## src/rtl/foc_pkg.sv

```systemverilog
// Shared fixed-point constants and sequencer state encoding for the open-loop FOC path.
package foc_pkg;

    localparam int unsigned FRAC_BITS = 15;
    localparam int unsigned THETA_W   = 18;

    // Angles in Q3.15 radians
    localparam int PI      = 102943;
    localparam int TWO_PI  = 205886;
    localparam int PI_BY_2 = 51471;

    typedef enum logic [2:0] {
        ST_IDLE,
        ST_ISSUE,
        ST_WAIT,
        ST_SCALE,
        ST_OUT
    } seq_state_e;

endpackage

```

## src/rtl/q15_sat_mul.sv

```systemverilog
// Signed Q1.15 x Q0.15 multiply, arithmetic renormalise by 15, saturate to 16 bits.
module q15_sat_mul
    import foc_pkg::*;
(
    input  logic signed [16:0] x,
    input  logic signed [15:0] amp,
    output logic signed [15:0] y_c
);

    logic signed [32:0] prod_c;
    logic signed [32:0] shr_c;

    always_comb begin
        prod_c = 33'(x) * 33'(amp);
        shr_c  = prod_c >>> FRAC_BITS;
        if (shr_c > 33'sd32767) begin
            y_c = 16'sh7FFF;
        end else if (shr_c < -33'sd32768) begin
            y_c = 16'sh8000;
        end else begin
            y_c = 16'(shr_c);
        end
    end

endmodule

```

## src/rtl/open_loop_angle_sequencer.sv

```systemverilog
// Per-PWM-event speed ramp, angle advance with wrap, sin/cos request and amplitude
// scaling into a single alpha/beta beat for SVPWM.
module open_loop_angle_sequencer
    import foc_pkg::*;
#(
    parameter int unsigned WAIT_TIMEOUT = 64,
    parameter int unsigned SPEED_MAX    = 16384
) (
    input  logic                      clk,
    input  logic                      rstn,
    input  logic                      enable,
    input  logic                      event_tick,
    input  logic signed [THETA_W-1:0] speed_target,
    input  logic        [THETA_W-1:0] ramp_step,
    input  logic        [15:0]        amplitude,
    output logic signed [THETA_W-1:0] theta_tdata,
    output logic                      theta_tvalid,
    input  logic        [33:0]        sin_cos_tdata,
    input  logic                      sin_cos_tvalid,
    output logic        [31:0]        alpha_beat_tdata,
    output logic                      alpha_beat_tvalid,
    output logic signed [THETA_W-1:0] theta_now,
    output logic signed [THETA_W-1:0] speed_now,
    output logic                      busy,
    output logic                      overrun,
    output logic                      timeout,
    input  logic                      flags_clr
);

    localparam int unsigned ACC_W = THETA_W + 2;
    localparam int unsigned THW1  = THETA_W + 1;
    localparam int unsigned CNT_W = $clog2(WAIT_TIMEOUT + 1);

    localparam logic signed [ACC_W-1:0]   SMAX      = ACC_W'(SPEED_MAX);
    localparam logic signed [ACC_W-1:0]   SMIN      = -SMAX;
    localparam logic signed [THW1-1:0]    PI_W      = THW1'(PI);
    localparam logic signed [THW1-1:0]    TWO_PI_W  = THW1'(TWO_PI);
    localparam logic signed [THETA_W-1:0] THETA_RST = THETA_W'(-PI);

    seq_state_e                state;
    logic        [CNT_W-1:0]   wait_cnt;
    logic signed [16:0]        sin_q;
    logic signed [16:0]        cos_q;
    logic        [15:0]        amp_q;

    logic signed [ACC_W-1:0]   tgt_c;
    logic signed [ACC_W-1:0]   spd_cur_c;
    logic signed [ACC_W-1:0]   spd_up_c;
    logic signed [ACC_W-1:0]   spd_dn_c;
    logic signed [ACC_W-1:0]   spd_next_c;
    logic signed [THW1-1:0]    theta_sum_c;
    logic signed [THW1-1:0]    theta_wrap_c;
    logic signed [THETA_W-1:0] theta_next_c;
    logic        [15:0]        amp_sat_c;
    logic signed [15:0]        alpha_c;
    logic signed [15:0]        beta_c;

    // Speed ramp toward the clamped target, then angle advance wrapped into [-PI, PI)
    always_comb begin
        tgt_c = ACC_W'(speed_target);
        if (tgt_c > SMAX) begin
            tgt_c = SMAX;
        end else if (tgt_c < SMIN) begin
            tgt_c = SMIN;
        end
        spd_cur_c = ACC_W'(speed_now);
        spd_up_c  = spd_cur_c + $signed({2'b00, ramp_step});
        spd_dn_c  = spd_cur_c - $signed({2'b00, ramp_step});
        if (spd_cur_c < tgt_c) begin
            spd_next_c = (spd_up_c > tgt_c) ? tgt_c : spd_up_c;
        end else if (spd_cur_c > tgt_c) begin
            spd_next_c = (spd_dn_c < tgt_c) ? tgt_c : spd_dn_c;
        end else begin
            spd_next_c = tgt_c;
        end
        theta_sum_c = THW1'(theta_now) + THW1'(spd_next_c);
        if (theta_sum_c >= PI_W) begin
            theta_wrap_c = theta_sum_c - TWO_PI_W;
        end else if (theta_sum_c < -PI_W) begin
            theta_wrap_c = theta_sum_c + TWO_PI_W;
        end else begin
            theta_wrap_c = theta_sum_c;
        end
        theta_next_c = THETA_W'(theta_wrap_c);
        amp_sat_c    = amplitude[15] ? 16'h7FFF : amplitude;
    end

    q15_sat_mul u_mul_sin (
        .x   (sin_q),
        .amp (amp_q),
        .y_c (alpha_c)
    );

    q15_sat_mul u_mul_cos (
        .x   (cos_q),
        .amp (amp_q),
        .y_c (beta_c)
    );

    always_ff @(posedge clk or negedge rstn) begin
        if (!rstn) begin
            state             <= ST_IDLE;
            wait_cnt          <= '0;
            sin_q             <= '0;
            cos_q             <= '0;
            amp_q             <= '0;
            theta_now         <= THETA_RST;
            theta_tdata       <= THETA_RST;
            theta_tvalid      <= 1'b0;
            speed_now         <= '0;
            alpha_beat_tdata  <= '0;
            alpha_beat_tvalid <= 1'b0;
            busy              <= 1'b0;
            overrun           <= 1'b0;
            timeout           <= 1'b0;
        end else begin
            theta_tvalid      <= 1'b0;
            alpha_beat_tvalid <= 1'b0;
            if (flags_clr) begin
                overrun <= 1'b0;
                timeout <= 1'b0;
            end
            if (!enable) begin
                speed_now <= '0;
            end
            // Events arriving mid-transaction are dropped and flagged
            if (event_tick && enable && (state != ST_IDLE)) begin
                overrun <= 1'b1;
            end
            case (state)
                ST_IDLE: begin
                    if (event_tick && enable) begin
                        speed_now    <= THETA_W'(spd_next_c);
                        theta_now    <= theta_next_c;
                        theta_tdata  <= theta_next_c;
                        theta_tvalid <= 1'b1;
                        amp_q        <= amp_sat_c;
                        busy         <= 1'b1;
                        state        <= ST_ISSUE;
                    end
                end
                ST_ISSUE: begin
                    wait_cnt <= '0;
                    state    <= ST_WAIT;
                end
                ST_WAIT: begin
                    if (sin_cos_tvalid) begin
                        sin_q <= $signed(sin_cos_tdata[33:17]);
                        cos_q <= $signed(sin_cos_tdata[16:0]);
                        state <= ST_SCALE;
                    end else if (wait_cnt == CNT_W'(WAIT_TIMEOUT - 1)) begin
                        timeout <= 1'b1;
                        busy    <= 1'b0;
                        state   <= ST_IDLE;
                    end else begin
                        wait_cnt <= wait_cnt + CNT_W'(1);
                    end
                end
                ST_SCALE: begin
                    alpha_beat_tdata  <= {alpha_c, beta_c};
                    alpha_beat_tvalid <= 1'b1;
                    state             <= ST_OUT;
                end
                ST_OUT: begin
                    busy  <= 1'b0;
                    state <= ST_IDLE;
                end
                default: begin
                    busy  <= 1'b0;
                    state <= ST_IDLE;
                end
            endcase
        end
    end

endmodule

```

## config.mk

```make
export PLATFORM = sky130hd
export DESIGN_NAME = open_loop_angle_sequencer
export DESIGN_NICKNAME = d
export VERILOG_FILES = /design/src/rtl/foc_pkg.sv /design/src/rtl/q15_sat_mul.sv /design/src/rtl/open_loop_angle_sequencer.sv
export SDC_FILE = /design/constraint.sdc
export NUM_CORES = 2
export LEC_CHECK = 0
export ABC_CLOCK_PERIOD_IN_PS = 17300
export CAP_MARGIN = 0
export CORE_MARGIN = 3
export CORE_UTILIZATION = 60
export DETAILED_ROUTE_END_ITERATION = 10
export GPL_TIMING_DRIVEN = 1
export PLACE_DENSITY_LB_ADDON = 0.08
export SLEW_MARGIN = 20
export SYNTH_ARGS = -nofsm -noshare
export SYNTH_HDL_FRONTEND = slang
export SYNTH_HIERARCHICAL = 1
export SYNTH_SLANG_ARGS = --single-unit
```

## constraint.sdc

```tcl
create_clock -name clk -period 17.3 [get_ports clk]
set_input_delay 4.325 -clock clk [delete_from_list [all_inputs] [get_ports clk]]
set_output_delay 4.325 -clock clk [all_outputs]
set_load 0.01 [all_outputs]
```

-- Word-level counts from Yosys, hierarchy flattened
Index checks and enable logic that the tools add are counted.
- flip-flop bits (word level): 132
- bits in latches: 0
- bits in writable memories: 0
- memory bits (read-only): 0
- output and inout port bits: 91
- logic and storage cells: 91
- memories: 0
- add/sub/neg operators: 6
- $mul: 2
- divide/modulo/power cells: 0
- $lt $le $gt $ge: 12
- equal/unequal tests: 9
- shifts and indexed selects: 0
- mux-type cells: 36
- bitwise operators: 1
- reductions and logical operators: 12
- operators with widths (kind ; number):
    two-way mux 18 bit ; 5
    two-way mux 19 bit ; 4
    multiplier 17 x 16 -> 33 bit ; 2
    two-way mux 16 bit ; 4
    > comparator 18 x 16 -> 1 bit, second input constant ; 3
    two-way mux 20 bit ; 2
    less-than comparator 18 x 16 -> 1 bit, second input constant ; 2
    adder 18 x 19 -> 20 bit ; 1
    > comparator 18 x 20 -> 1 bit ; 1
    > comparator 20 bit ; 1
    less-than comparator 18 x 20 -> 1 bit ; 1
    less-than comparator 20 bit ; 1
    subtractor 18 x 19 -> 20 bit ; 1
    adder 18 x 19 -> 19 bit ; 1
    >= comparator 19 x 18 -> 1 bit, second input constant ; 1
    less-than comparator 19 x 18 -> 1 bit, second input constant ; 1
    adder 18 x 17 -> 18 bit, second input constant ; 1
    less-than comparator 18 x 15 -> 1 bit, second input constant ; 1
    subtractor 18 x 17 -> 18 bit, second input constant ; 1
    two-way mux 15 bit ; 1
    two-way mux 7 bit ; 2
    case mux 7 bit (2 select lines) ; 1
    two-way mux 1 bit ; 12
    case mux 3 bit (4 select lines) ; 1
    17 further kinds ; 27

-- Longest topological paths before layout
- depth after elaboration: 11
- mapped depth: 41

-- Modules after synthesis
The synthesis kept the hierarchy.
- modules (own cells, without submodules) (module ; instances ; cells an instance ; area an instance (µm²)):
    open_loop_angle_sequencer ; 1 ; 1206 ; 10706.5
    q15_sat_mul (u_mul_sin) ; 1 ; 1184 ; 10512.6
    q15_sat_mul (u_mul_cos) ; 1 ; 1164 ; 10372.4

-- Least setup slack after synthesis
Ideal clock, no wire load.
- kind: input-to-reg
- start: in ramp_step[6]
- end: reg theta_now[15]
- setup time: 0.131 ns
- arrival time: 11.810 ns
- data required time: 17.169 ns
- slack: 5.358 ns
- cell stages on the path: 36
- cell sequence: inv_1 ha_1 inv_1 a2111o_1 o211ai_1 a211o_1 a31oi_1 or4_1 o311a_1 a21oi_1 xnor2_1 ha_1 and4_1 a221oi_1 o21ai_0 a31oi_1 and2_1 o21a_1 clkbuf_1 nor2_1 a21oi_1 mux2i_1 fa_1 a211oi_2 o21ai_1 a211o_1 a221o_1 a211oi_1 o21bai_1 xor2_1 or4_1 buf_2 a21o_1 o32a_1 xnor2_1 o21ai_1
- word-level cells in the longest chain between the ends: 9
- RTL lines (item ; RTL line ; source):
    from (decl) ; open_loop_angle_sequencer.sv:14 ; input logic [THETA_W-1:0] ramp_step,
    subtractor 18 x 19 -> 20 bit ; open_loop_angle_sequencer.sv:68 ; spd_dn_c = spd_cur_c - $signed({2'b00, ramp_step});
    less-than comparator 20 bit ; open_loop_angle_sequencer.sv:72 ; spd_next_c = (spd_dn_c < tgt_c) ? tgt_c : spd_dn_c;
    two-way mux 19 bit ; open_loop_angle_sequencer.sv:72 ;
    two-way mux 19 bit ; open_loop_angle_sequencer.sv:71 ; end else if (spd_cur_c > tgt_c) begin
    two-way mux 19 bit (*) ; open_loop_angle_sequencer.sv:69 ; if (spd_cur_c < tgt_c) begin
    adder 18 x 19 -> 19 bit (*) ; open_loop_angle_sequencer.sv:76 ; theta_sum_c = THW1'(theta_now) + THW1'(spd_next_c);
    adder 18 x 17 -> 18 bit / less-than comparator 19 x 18 -> 1 bit (equally long branches) ; open_loop_angle_sequencer.sv:80, open_loop_angle_sequencer.sv:79 ;
    two-way mux 18 bit ; open_loop_angle_sequencer.sv:79 ; end else if (theta_sum_c < -PI_W) begin
    two-way mux 18 bit (*) ; open_loop_angle_sequencer.sv:77 ; if (theta_sum_c >= PI_W) begin
    to (signal assigned) ; open_loop_angle_sequencer.sv:134 ; theta_now <= theta_next_c;
    to (decl) ; open_loop_angle_sequencer.sv:22 ; output logic signed [THETA_W-1:0] theta_now,
Every way passes the cells marked *; elsewhere a longest branch is shown, timed or not.
A chain may end at the register's enable or synchronous reset.

-- Worst setup path in the final report
- start: in ramp_step[6]
- end: reg theta_now[2]
The elaborated chain is that of the path after synthesis.

==> run summary <==
The run finished with clean final reports. The diode insertion count for antenna repair was 0; the number of buffer cells added on primary ports was 182. The layout has 4245 filler cells. Yosys attributes the largest share of cell area to fa_1 (35%), ha_1 (11%), dfrtp_1 (9.7%), inv_1 (8.4%), and2_1 (5.4%).

The die is 235 um tall. The fraction of final layout cells sized beyond drive strength 1 is 0.0471, and the sum of negative setup slack is 0 ns. For the worst relative slew slack, the log shows 0.275.

The number of endpoints with negative hold slack in the final report is 0. Setup-violating endpoint count in the final report: 0. Across the run, the number of max-cap violations was 0. The final routed wirelength across all metal layers is 86.6 mm.

Registers take 3320 um^2. CTS placed an instance of clkbuf_16 at the clock tree root. Between clock sinks in the finished design, the worst skew comes to 0.0134 ns. Row generation in the floorplan step produced 83 rows.

The worst path in the final design needs a cycle of 13.87 ns, including I/O delays and setup. At the worst endpoint, the required time is 17.62 ns. The insertion delay to the later sink of the worst-skew pair is 0.49 ns, and the initial DRC count is 1676. The average footprint of a synthesized cell works out to 8.89 um^2. Counting every instance in the synthesized netlist gives 3554. The average vias per placed instance is 5.78. On the worst path, the slowest cell contributes a delay of 0.64 ns. Final max-slew violation count: 0. Setup repair after global routing left no endpoint under its margin. Compared with the post-synthesis result, the final layout area differs by 9.04%. In the synthesized netlist the dominant register cell turns out to be dfrtp_1.

For the total half-perimeter wirelength after legalization and detailed placement, the log shows 67.9 mm. The final layout contains 4565 nets. The post-detailed-route count of antenna-violating nets is 0.

The post-CTS setup repair buffer count is 0, and the worst-path maximum fanout is 24. The worst register-to-register path ends at theta_now[2]$_DFFE_PN0P_. The global-route wire length before repair came out at 141 mm. The initial antenna violation count was 3; the area occupied by multi-input gates was 25000 um^2. The longest clock path from root to sink contains 2 buffers.

TritonCTS built the clock tree. The worst hold-check path type is reg2reg. The critical path capture point type is a register. The final clock period utilization by the worst path was 0.802; the total die area was 55400 um^2. For the pin with the worst max-slew slack, the measured transition is 1.08 ns. The total I/O pin count is 183, and the total of flip-flops plus latches after synthesis is 132. Synthesis instantiated 92 different standard cells from the library.

The number of warnings issued by yosys was 6; the routed length per instance was 20.0 um. The number of enable flip-flop cells after synthesis works out to 0. The core region is 51700 um^2. The post-route DRC violation count came out at 0.

Post-CTS repair changed the size of 0 cells. Across all layers, the routed design uses 25100 vias. The run gives 0 as the hold-fix buffer count after cts. The fraction of synthesis flops using an asynchronous set or reset pin is 1.00, and the global router's overall resource usage is 0.319. The tools report the worst hold endpoint as theta_now[0]$_DFFE_PN1P_.

The library cell occupying the most area in the post-synthesis netlist was fa_1. The number of stages on the worst hold path was 2. Clock tree synthesis inserted a total of 17 buffers. CTS built an H-tree with a depth of 4. CTS saw 132 sinks.

Derived from the worst setup path, the maximum achievable clock frequency is 0.0721 GHz. The number of global-route vias before repair is 26500, and the sequential share of the synthesized area is 0.105. Entering global routing, the biggest net connects 73 pins. Among all cell types in the netlist, the one instantiated most often is inv_1.

Counting cells, the worst reg-to-reg path comes to 32. Type of the worst setup path: in2reg. Area share of the largest cell type after synthesis: 0.350. The cell area after synthesis was 31600 um^2; the final weighted congestion in routability-driven placement was 1.04. For flop-to-flop paths, the worst setup slack is 7.24 ns.

After synthesis, the most frequently instantiated cells are inv_1 (708), fa_1 (553), nand2_1 (380). Data on the critical path arrives at its endpoint at 14.20 ns. Cell at the slowest stage of the critical path: o21a_1. The effective utilization at floorplan was 0.611; the die outline width was 235 um. Global routing finished with a remaining overflow of 0. STA classifies the critical path startpoint as an input pin. For the detailed-router iteration count before antenna repair, the log shows 6. The tools report the start point of the worst min-delay path as theta_now[0]$_DFFE_PN1P_.

The clock transition at the register clock pins on the worst setup and hold paths after CTS works out to 0.06 ns. The startpoint of the worst-slack reg-to-reg timing path was speed_now[6]$_DFF_PN0_.
[final cells by class]
cell class / count / share of cell area
Clock inverter: 11 / 0.00367
Multi-Input combinational cell: 2577 / 0.727
Tap cell: 680 / 0.0247
Timing Repair Buffer: 203 / 0.0581
Clock buffer: 21 / 0.0134
Sequential cell: 132 / 0.0963
Inverter: 710 / 0.0774
[placed cells by master (no fill, tap or decap), drive strengths merged, types with 12 or more instances in the layout]
master,netlist,final
nor2,159,159
xor2,31,31
buf,30,22
fa,553,553
clkdlybuf4s50,0,181
a211oi,31,31
o21a,15,15
a21oi,156,156
dfrtp,122,122
nand3,36,36
or3,12,12
nor2b,20,20
and2,272,272
ha,279,279
xnor2,90,90
nand4,25,25
mux2,69,69
nand2,380,380
clkbuf,114,21
a21o,56,56
o21ai,94,94
and3,17,17
a211o,13,13
nor3,22,22
inv,709,711
nand2b,25,25
a21boi,18,18
o211ai,24,24
a31oi,14,14
[critical path: cells and delay by family]
family          cells  cell delay, ns
compound gates     20            6.10
simple gates        5            1.43
fa+ha+maj           3            0.99
buf+inv             3            0.65
mux                 1            0.41
xor+xnor            2            0.30
[sequential cells by signal (all words and copies together), names as in the netlist]
name	flops
alpha_beat_tdata	32
speed_now	18
theta_now	18
cos_q	17
sin_q	17
amp_q	15
wait_cnt	7
state	3
alpha_beat_tvalid	1
busy	1
overrun	1
theta_tvalid	1
timeout	1
[through the flow]
step / hold slack, ns / worst slack, ns / util / instance area [um^2] / cells
6_report: 0.505 / 3.43 / 0.666 / 34400 / 4334
5_1_grt: 0.517 / 2.32 / 0.666 / 34400 / 4334
4_1_cts: 0.509 / 3.48 / 0.665 / 34400 / 4333
3_5_place_dp: 0.495 / 2.98 / 0.654 / 33800 / 4301
3_3_place_gp: 0.487 / 3.20 / 0.654 / 33800 / 4301
2_1_floorplan: 0.473 / 5.36 / - / 31600 / 3563
[cells by family after synthesis]
logic type | Yosys count | share of synthesized area
buffers and inverters | 854 | 0.104
AND/OR/NAND/NOR | 1011 | 0.157
AO/OA/AOI/OAI | 525 | 0.111
flip-flops | 132 | 0.105
other | 1 | 0.000119
adder cells (fa/ha/maj) | 832 | 0.461
multiplexers | 78 | 0.0274
XOR/XNOR | 121 | 0.0340
[worst max-delay path by stage]
stage	startpoint	end	slack [ns]	cells past startpoint
after floorplan	ramp_step[6]	theta_now[15]$_DFFE_PN0P_	5.36	36
after global placement	ramp_step[6]	theta_now[2]$_DFFE_PN0P_	3.20	34
after detailed placement	ramp_step[6]	theta_now[2]$_DFFE_PN0P_	2.98	34
after CTS	ramp_step[6]	theta_now[2]$_DFFE_PN0P_	3.48	34
after global routing	ramp_step[6]	theta_now[2]$_DFFE_PN0P_	2.32	34
final	ramp_step[6]	theta_now[2]$_DFFE_PN0P_	3.43	34
[metal layers]
| metal | track usage | vias to the layer above | wire length, um |
|---|---|---|---|
| met4 | 0.107 | 6 | 2600 |
| li1 | - | 11400 | - |
| met1 | 0.414 | 12700 | 35500 |
| met2 | 0.551 | 871 | 43500 |
| met3 | 0.0446 | 146 | 4980 |
| met5 | 0 | - | 49 |
Power is left out: the tool's default activity adds up to more than one toggle a clock period on the data nets, which glitch-free logic cannot reach.
